<file path="src/rtl/inertial_scan_pkg.sv">
// Shared types and width helpers for the inertial scan scheduler.
package inertial_scan_pkg;

    typedef enum logic [1:0] {
        IDLE  = 2'd0,
        SCAN  = 2'd1,
        CLEAR = 2'd2
    } scan_state_t;

    // Event channel field is sized for the largest supported N_CH (16).
    localparam int EVT_CH_W = 4;

    typedef struct packed {
        logic [EVT_CH_W-1:0] ch;
        logic                level;
    } scan_evt_t;

    // Width of a per-channel consecutive-mismatch counter (never below 1 bit).
    function automatic int cnt_width(input int consec_count);
        return (consec_count > 2) ? $clog2(consec_count) : 1;
    endfunction

    // Width of the channel index (never below 1 bit).
    function automatic int ch_width(input int n_ch);
        return (n_ch > 2) ? $clog2(n_ch) : 1;
    endfunction

endpackage

</file>
<file path="src/rtl/inertial_scan_scheduler_tick_gen.sv">
// Prescaler producing a one-clock sample tick every PRESCALE enabled clocks.
module sample_tick_gen #(
    parameter int PRESCALE = 5000
) (
    input  logic clk,
    input  logic asynch_reset_n,
    input  logic enable,
    output logic tick
);

    localparam int PW = (PRESCALE > 2) ? $clog2(PRESCALE) : 1;

    logic [PW-1:0] pcnt;

    assign tick = enable && (pcnt == PW'(PRESCALE - 1));

    // Count while enabled, hold while disabled, wrap on tick.
    always_ff @(posedge clk or negedge asynch_reset_n) begin
        if (!asynch_reset_n) begin
            pcnt <= '0;
        end else if (enable) begin
            pcnt <= tick ? '0 : pcnt + 1'b1;
        end
    end

endmodule

</file>
<file path="src/rtl/inertial_scan_scheduler.sv">
// Time-multiplexed inertial filter: one shared compare/increment path scans
// all channels once per sample round and reports level changes as events.
module inertial_scan_scheduler
    import inertial_scan_pkg::*;
#(
    parameter int N_CH         = 4,
    parameter int CONSEC_COUNT = 10,
    parameter int PRESCALE     = 5000
) (
    input  logic                      clk,
    input  logic                      asynch_reset_n,
    input  logic                      enable,
    input  logic                      synch_clear,
    input  logic [N_CH-1:0]           raw_in,
    output logic [N_CH-1:0]           filt_out,
    output logic                      evt_valid,
    input  logic                      evt_ready,
    output logic [ch_width(N_CH)-1:0] evt_ch,
    output logic                      evt_level,
    output logic                      busy,
    output logic                      overflow
);

    localparam int CW  = cnt_width(CONSEC_COUNT);
    localparam int CHW = ch_width(N_CH);

    if (PRESCALE < N_CH + 2 || N_CH < 2 || N_CH > 16 ||
        CONSEC_COUNT < 2 || CONSEC_COUNT > 255) begin : g_param_check
        $error("inertial_scan_scheduler: illegal parameters (need PRESCALE >= N_CH+2)");
    end

    logic              tick;
    logic [N_CH-1:0]   sync1, sync2, snap;
    logic [CW-1:0]     cnt [N_CH];
    scan_state_t       state;
    logic [CHW-1:0]    ch_idx;
    logic              clear_pend;
    scan_evt_t         evt_q;

    // Shared datapath: everything below looks only at the channel under ch_idx.
    logic [CW-1:0] cur_cnt;
    logic          cur_snap, cur_filt, mismatch, at_max, last_ch, fire;

    assign cur_cnt  = cnt[ch_idx];
    assign cur_snap = snap[ch_idx];
    assign cur_filt = filt_out[ch_idx];
    assign mismatch = cur_snap != cur_filt;
    assign at_max   = cur_cnt == CW'(CONSEC_COUNT - 1);
    assign last_ch  = ch_idx == CHW'(N_CH - 1);
    assign fire     = (state == SCAN) && mismatch && at_max;

    assign evt_ch    = evt_q.ch[CHW-1:0];
    assign evt_level = evt_q.level;

    // Upper event-channel bits stay zero for narrow configurations.
    logic unused_evt_hi;
    assign unused_evt_hi = ^evt_q.ch;

    sample_tick_gen #(.PRESCALE(PRESCALE)) u_tick (
        .clk            (clk),
        .asynch_reset_n (asynch_reset_n),
        .enable         (enable),
        .tick           (tick)
    );

    // Two-flop synchronizer on every raw input bit.
    always_ff @(posedge clk or negedge asynch_reset_n) begin
        if (!asynch_reset_n) begin
            sync1 <= '0;
            sync2 <= '0;
        end else begin
            sync1 <= raw_in;
            sync2 <= sync1;
        end
    end

    // Round sequencer: snapshot on tick, walk ch_idx across all channels.
    // clear_pend comes out of reset set so the first round reloads outputs.
    always_ff @(posedge clk or negedge asynch_reset_n) begin
        if (!asynch_reset_n) begin
            state      <= IDLE;
            ch_idx     <= '0;
            snap       <= '0;
            busy       <= 1'b0;
            clear_pend <= 1'b1;
        end else begin
            if (synch_clear) clear_pend <= 1'b1;
            case (state)
                IDLE: begin
                    if (tick) begin
                        snap   <= sync2;
                        ch_idx <= '0;
                        busy   <= 1'b1;
                        state  <= clear_pend ? CLEAR : SCAN;
                        // A clear arriving on the start cycle is kept for the next round.
                        if (clear_pend) clear_pend <= synch_clear;
                    end
                end
                SCAN, CLEAR: begin
                    if (last_ch) begin
                        state  <= IDLE;
                        busy   <= 1'b0;
                        ch_idx <= '0;
                    end else begin
                        ch_idx <= ch_idx + 1'b1;
                    end
                end
                default: state <= IDLE;
            endcase
        end
    end

    // Per-channel filter state update for the channel under ch_idx.
    always_ff @(posedge clk or negedge asynch_reset_n) begin
        if (!asynch_reset_n) begin
            for (int i = 0; i < N_CH; i++) cnt[i] <= '0;
            filt_out <= '0;
        end else if (state == CLEAR) begin
            cnt[ch_idx]      <= '0;
            filt_out[ch_idx] <= cur_snap;
        end else if (state == SCAN) begin
            if (!mismatch) begin
                cnt[ch_idx] <= '0;
            end else if (at_max) begin
                cnt[ch_idx]      <= '0;
                filt_out[ch_idx] <= cur_snap;
            end else begin
                cnt[ch_idx] <= cur_cnt + 1'b1;
            end
        end
    end

    // One-entry event holding register; a full, unaccepted register drops the new event.
    always_ff @(posedge clk or negedge asynch_reset_n) begin
        if (!asynch_reset_n) begin
            evt_valid <= 1'b0;
            evt_q     <= '0;
            overflow  <= 1'b0;
        end else if (fire) begin
            if (!evt_valid || evt_ready) begin
                evt_valid <= 1'b1;
                evt_q     <= '{ch: EVT_CH_W'(ch_idx), level: cur_snap};
            end else begin
                overflow <= 1'b1;
            end
        end else if (evt_valid && evt_ready) begin
            evt_valid <= 1'b0;
        end
    end

endmodule

</file>
<file path="config.mk">
export PLATFORM = sky130hd
export DESIGN_NAME = inertial_scan_scheduler
export DESIGN_NICKNAME = d
export VERILOG_FILES = /design/src/rtl/inertial_scan_pkg.sv /design/src/rtl/inertial_scan_scheduler_tick_gen.sv /design/src/rtl/inertial_scan_scheduler.sv
export SDC_FILE = /design/constraint.sdc
export NUM_CORES = 1
export LEC_CHECK = 0
export CORE_MARGIN = 8
export CORE_UTILIZATION = 46
export CTS_CLUSTER_DIAMETER = 60
export DETAILED_ROUTE_END_ITERATION = 16
export GPL_ROUTABILITY_DRIVEN = 0
export PLACE_DENSITY = 0.68
export SYNTH_ARGS = -nofsm -noshare
export SYNTH_HDL_FRONTEND = slang
export SYNTH_SLANG_ARGS = --single-unit
</file>
<file path="constraint.sdc">
create_clock -name clk -period 2.7 [get_ports clk]
set_clock_uncertainty 0.2 [all_clocks]
set_input_delay 0.27 -clock clk [delete_from_list [all_inputs] [get_ports clk]]
set_output_delay 0.27 -clock clk [all_outputs]
set_load 0.02 [all_outputs]
</file>
=== Word-level counts from Yosys, hierarchy flattened ===
Cells that the tools add are included.

* Flip-flop bits (word level): 56
* Output and inout port bits: 10

* Equal/unequal tests: 9
* $add $sub $neg: 3
* Bitwise gates (word level): 4
* Reduce and logical (&&, ||, !) cells: 23
* Multiplexer cells: 39
* Order comparisons: 4

{| class="wikitable"
|+ Operators with widths
! operator !! count
|-
| $mux 16 || 4
|-
| $mux 4 || 7
|-
| $and 16x16->16 || 1
|-
| $bwmux 16 || 1
|-
| $not 16->16 || 1
|-
| $add 13x1->13 const B || 1
|-
| $eq 13x13->1 const B || 1
|-
| $mux 13 || 1
|-
| $mux 1 || 12
|-
| $reduce_and 2->1 || 6
|-
| $mux 2 || 5
|-
| $reduce_bool 2->1 || 5
|-
| $bmux 4 s2 || 1
|-
| $demux 4 s2 || 1
|-
| $pmux 2 s2 || 2
|-
| $logic_and 1x1->1 || 6
|-
| $reduce_and 3->1 || 2
|-
| $add 4x1->4 const B || 1
|-
| $bmux 1 s2 || 2
|-
| $bwmux 4 || 1
|-
| $eq 2x2->1 const B || 2
|-
| $eq 4x4->1 const B || 1
|-
| $ne 2x1->1 const B || 2
|-
| $ge 3x3->1 const B || 1
|-
| other kinds (15) || 15
|}

=== Logic depth before layout (Yosys ltp) ===
* Word-level depth: 11
* Depth in mapped cells: 10
* Depth with buffers taken out: 8

=== Cells and area by module ===
Synthesis repeated with hierarchy kept, for this count alone.

* Cell total of the unflattened synthesis: 228
* Area total of the unflattened synthesis: 2753.9 um^2

{| class="wikitable"
|+ By module, submodules not included
! module !! cells each !! area each (um^2) !! times used
|-
| inertial_scan_scheduler || 166 || 2112.0 || 1
|-
| sample_tick_gen || 62 || 641.9 || 1
|}

=== Least setup slack after synthesis ===
OpenSTA, ideal clock, no wires.

* Path kind: reg-to-reg
* From: register ch_idx[0]
* To: register evt_q, in the netlist evt_level
* Stages on the path, launching flop included: 10
* Period minus slack after synthesis: 2.711 ns
* Data arrival time: 2.383 ns
* Required time: 2.372 ns
* Setup time: 0.128 ns
* Buffers on the path: 1
* Setup slack: -0.011 ns
* Cell sequence: dfrtp_1 > buf_6 > mux4_1 > inv_1 > ha_1 > nand2_1 > o22ai_1 > nand3_1 > nor3_2 > mux2_1

* Cells in the longest elaborated chain, start to end: 7

{| class="wikitable"
|+ RTL lines
! element !! RTL line !! RTL
|-
| from (decl) || inertial_scan_scheduler.sv:36 || <nowiki>logic [CHW-1:0] ch_idx;</nowiki>
|-
| from (signal assigned) || inertial_scan_scheduler.sv:105 || <nowiki>ch_idx <= ch_idx + 1'b1;</nowiki>
|-
| $not 2->3 (not written as such) || inertial_scan_scheduler.sv:44 || <nowiki>assign cur_cnt = cnt[ch_idx];</nowiki>
|-
| $bmux 4 s2 || inertial_scan_scheduler.sv:44 ||
|-
| $mux 4 (not written as such) (2 in series) || inertial_scan_scheduler.sv:44 ||
|-
| $eq 4x4->1 || inertial_scan_scheduler.sv:48 || <nowiki>assign at_max = cur_cnt == CW'(CONSEC_COUNT - 1);</nowiki>
|-
| $logic_and 1x1->1 || inertial_scan_scheduler.sv:50 || <nowiki>assign fire = (state == SCAN) && mismatch && at_max;</nowiki>
|-
| $reduce_and 2->1 (no line) || n/a ||
|-
| to (signal assigned) || inertial_scan_scheduler.sv:142 || <nowiki>evt_q <= '{ch: EVT_CH_W'(ch_idx), level: cur_snap};</nowiki>
|-
| to (decl) || inertial_scan_scheduler.sv:38 || <nowiki>scan_evt_t evt_q;</nowiki>
|}

Several ways; a longest one is shown, not always the timed one. The select of a mux whose other input is x is not followed.
A chain may end at the register's enable or synchronous reset.

=== Worst setup path after layout ===
* From: register ch_idx[0]
* To: register evt_q, in the netlist evt_ch[0]

Same word-level chain as after synthesis.

==> summary.txt <==
Setup path
  – Top delay family on crit path: multiplexers
  – Crit Path Class: flip-flop to flip-flop
  – Bufs and invs on worst path: 1
  – Reg2reg end: evt_ch[0]$_DFFE_PN0P_
  – R2R setup slack: approximately 0.10 ns
  – Crit-path max FO: 11
  – CP max-delay cell: mux4_2
  – CP Capture Type: flip-flop
  – FF-to-FF Start: ch_idx[0]$_DFFE_PN0P_
  – CP startpoint kind: flip-flop
  – Slowest stage delay, CP: 0.64 ns
  – Register-to-Register Path Depth: 6
  – CP Cell Sequence: buf_4, mux4_2, xor2_4, nand3_2, nor3_4, mux2_1
  – CP arrival: roughly 2.6 ns
  – CP required: 2.70 ns
  – CP Depth: 6

Power and ir drop
  – Clk pwr share: 31.9%
  – Sw Share: 24.97%
  – VDD IR max: 409.8 uV
  – Logic pwr share: about 6.2%
  – Static leakage: approximately 0.0013 uW
  – Pwr Density: 494.7 nW/um2
  – Pint: 1119 uW
  – Total power: approximately 1500 uW
  – Seq pwr share: 61.9%
  – Switching Power: roughly 370 uW

Synthesis
  – EDFF count, synth: 0
  – Sequential area share after synthesis: between 50% and 60%
  – Warnings, synthesis: 0
  – Post-synth top cells: dfrtp_1 (55), nand2_1 (38), o31ai_1 (16)
  – Synth area leaders: dfrtp_1 (53%), nand2_1 (5.5%), ha_1 (4.8%)
  – Synthesized netlist cell count: between 200 and 250
  – Top_reg_cell synth: dfrtp_1
  – Post-Syn Nets: about 240
  – Count of cell types in the netlist: 42
  – Mean Syn Cell Area: 11.76 um2
  – Count leader, synth: dfrtp_1
  – Dominant cell type by area after synthesis: dfrtp_1
  – Ys async rst share: 100.0%
  – Synthesized cell area: between 2000 and 3000 um2
  – Top cell type's share of synthesized area: a little over half
  – Synth Register Bits: 56

Finish
  – Ant diodes: 0
  – Storage element area: between 1000 and 1500 um2
  – Non-Filler Instances: 321
  – Area grow syn2layout: 16.55%
  – Fillers: between 400 and 500
  – Multi-input logic area: approximately 1200 um2
  – Layout cells sized above 1: 14.86%
  – Final net count: 267
  – Util after Layout: 55.08%

Clock tree
  – Total clock sinks: 56
  – Worst-path clk slew: roughly 0.10 ns
  – Cts bufs inserted: 5
  – Clock latency on the worst-skew pair: roughly 0.31 ns
  – TritonCTS clock tree: done
  – CTS root buffer: clkbuf_8
  – CTS Buffer Depth: 2
  – CTS HTree Levels: 2

GRT
  – Vias in the first global route: 1,765
  – Pin count of the biggest net entering global routing: 57
  – Initial antenna violation count: 0
  – Overflow after GRT: 0
  – Total track usage: 12.20%
  – First-pass GRT wire length: 8245 um

Hold path
  – End of the worst hold path: sync2[2]$_DFF_PN0_
  – Hold Path Origin: sync1[2]$_DFF_PN0_
  – Hold Crit Class: flip-flop to flip-flop
  – Worst Hold Depth: 0

Floorplanning
  – Starting density of the core: 47.26%
  – Die W: 90.98 um
  – Die height: 90.98 um
  – Core Box Area: 5473 um2
  – Die area: 8277 um2
  – Num rows: 27
  – Io pins: 19

Run
  – Max-cap violations: 0

Timing
  – Final hold viol count: 0
  – Tcrit/Tclk final: 96.22%
  – Pin slew with the least headroom to its limit: 0.7056 ns
  – Worst slew margin: a little over half
  – Peak Freq: 384.9 MHz
  – Final setup viols: 0
  – Tmin final: 2.598 ns
  – Final Slew Violations: 0

Outcome
  – Status: completed

Routing
  – Vias: 1,669
  – DRC viols: 0
  – Via density: 5.199
  – First drt pass iteration count: 4
  – WL/cell: 14.30 um
  – WL final: 4591 um
  – Starting DRC count in detailed routing: 95
  – Post-route ant nets: 0

Placement
  – Placed insts: between 300 and 400
  – DP HPWL: 3243 um
  – PortBufs: 18
layout make-up:
type                            count  share of cell area [%]
Timing Repair Buffer               27                   8.136
Sequential cell                    56                   46.53
Clock buffer                        5                   2.283
Tap cell                           72                   2.989
Multi-Input combinational cell    151                   38.27
Inverter                            7                  0.8717
Clock inverter                      3                  0.9132
registers in the layout (all words and copies together) (netlist names):
signal	cells
sync2	4
ch_idx	2
cnt	16
snap	4
sync1	4
u_tick.pcnt	13
evt_ch	2
overflow	1
filt_out	4
state	2
clear_pend	1
evt_level	1
busy	1
evt_valid	1
worst register-to-register path, delay by kind of cell (launching register included):
family                 cells  cell delay [ns]
multiplexers               2             0.98
flip-flops                 1             0.42
AND/OR/NAND/NOR            2             0.41
XOR/XNOR                   1             0.27
buffers and inverters      1             0.22
metal layers:
metal | routed length [um] | global-route usage [%] | vias to the layer above
met2 | 2240 | 20.68 | 25
met1 | 2105 | 14.66 | 814
met5 | 0 | 0 | -
met4 | 72 | 4.093 | 0
met3 | 172 | 3.292 | 9
li1 | - | - | 821
power groups by stage:
stage	combinational [uW]	sequential [uW]	clock (uW)
after floorplan	54.2	933	0
after global placement	90.6	940	0
after detailed placement	92.5	940	0
after CTS	94.6	923	499
after global routing	112	931	523
final	92.4	923	475
how the worst max path moves through the flow:
stage / slack [ns] / to / startpoint
2_1_floorplan: 0.08 / evt_level$_DFFE_PN0P_ / ch_idx[0]$_DFFE_PN0P_
3_3_place_gp: 0.14 / evt_level$_DFFE_PN0P_ / ch_idx[0]$_DFFE_PN0P_
3_5_place_dp: 0.08 / evt_level$_DFFE_PN0P_ / ch_idx[0]$_DFFE_PN0P_
4_1_cts: 0.05 / evt_ch[0]$_DFFE_PN0P_ / ch_idx[0]$_DFFE_PN0P_
5_1_grt: -0.02 / evt_ch[0]$_DFFE_PN0P_ / ch_idx[0]$_DFFE_PN0P_
6_report: 0.10 / evt_ch[0]$_DFFE_PN0P_ / ch_idx[0]$_DFFE_PN0P_
layout by cell type, fill, tap and decap left out, drive strengths merged, types with 2 or more instances in the layout:
master | Yosys | final
nand3 | 3 | 3
nor2 | 15 | 15
nand2 | 41 | 41
buf | 5 | 9
xor2 | 7 | 7
mux4 | 5 | 5
clkdlybuf4s50 | 0 | 17
inv | 7 | 8
and2 | 2 | 2
ha | 10 | 10
mux2 | 10 | 10
xnor2 | 7 | 7
o31ai | 16 | 16
nor3 | 2 | 2
mux2i | 2 | 2
o21ai | 3 | 3
clkbuf | 1 | 5
a21o | 2 | 2
dfrtp | 55 | 55
nand4 | 6 | 6
nand2b | 5 | 5
a21oi | 2 | 2
through the flow:
step                      worst slack, ns  setup TNS [ns]  hold slack, ns  cell area (um2)
after floorplan                   0.07755               0         -0.2256             2592
after global placement             0.1437               0          0.1329             2869
after detailed placement          0.07604               0          0.1355             2869
after CTS                         0.04695               0          0.1611             2975
after global routing             -0.01891        -0.03704          0.1645             3014
final                              0.1020               0          0.1601             3014
what timing repair did:
action,in CTS,in global routing
setup endpoints to repair,0,5
resized for setup,0,6
hold endpoints to repair,55,0
hold buffers,1,0
setup buffers,0,1
logic make-up (layout without fill, tap and decap cells):
kind of cell	Yosys count	after routing	share of synthesized area (%)
simple gates	81	81	14.85
mux	17	17	9.773
flops	56	56	54.23
fa+ha+maj	10	10	4.838
compound gates	29	29	8.660
xor+xnor	14	14	5.032
buf+inv	13	42	2.612
Note: power is estimated with default switching activity, not from simulation.
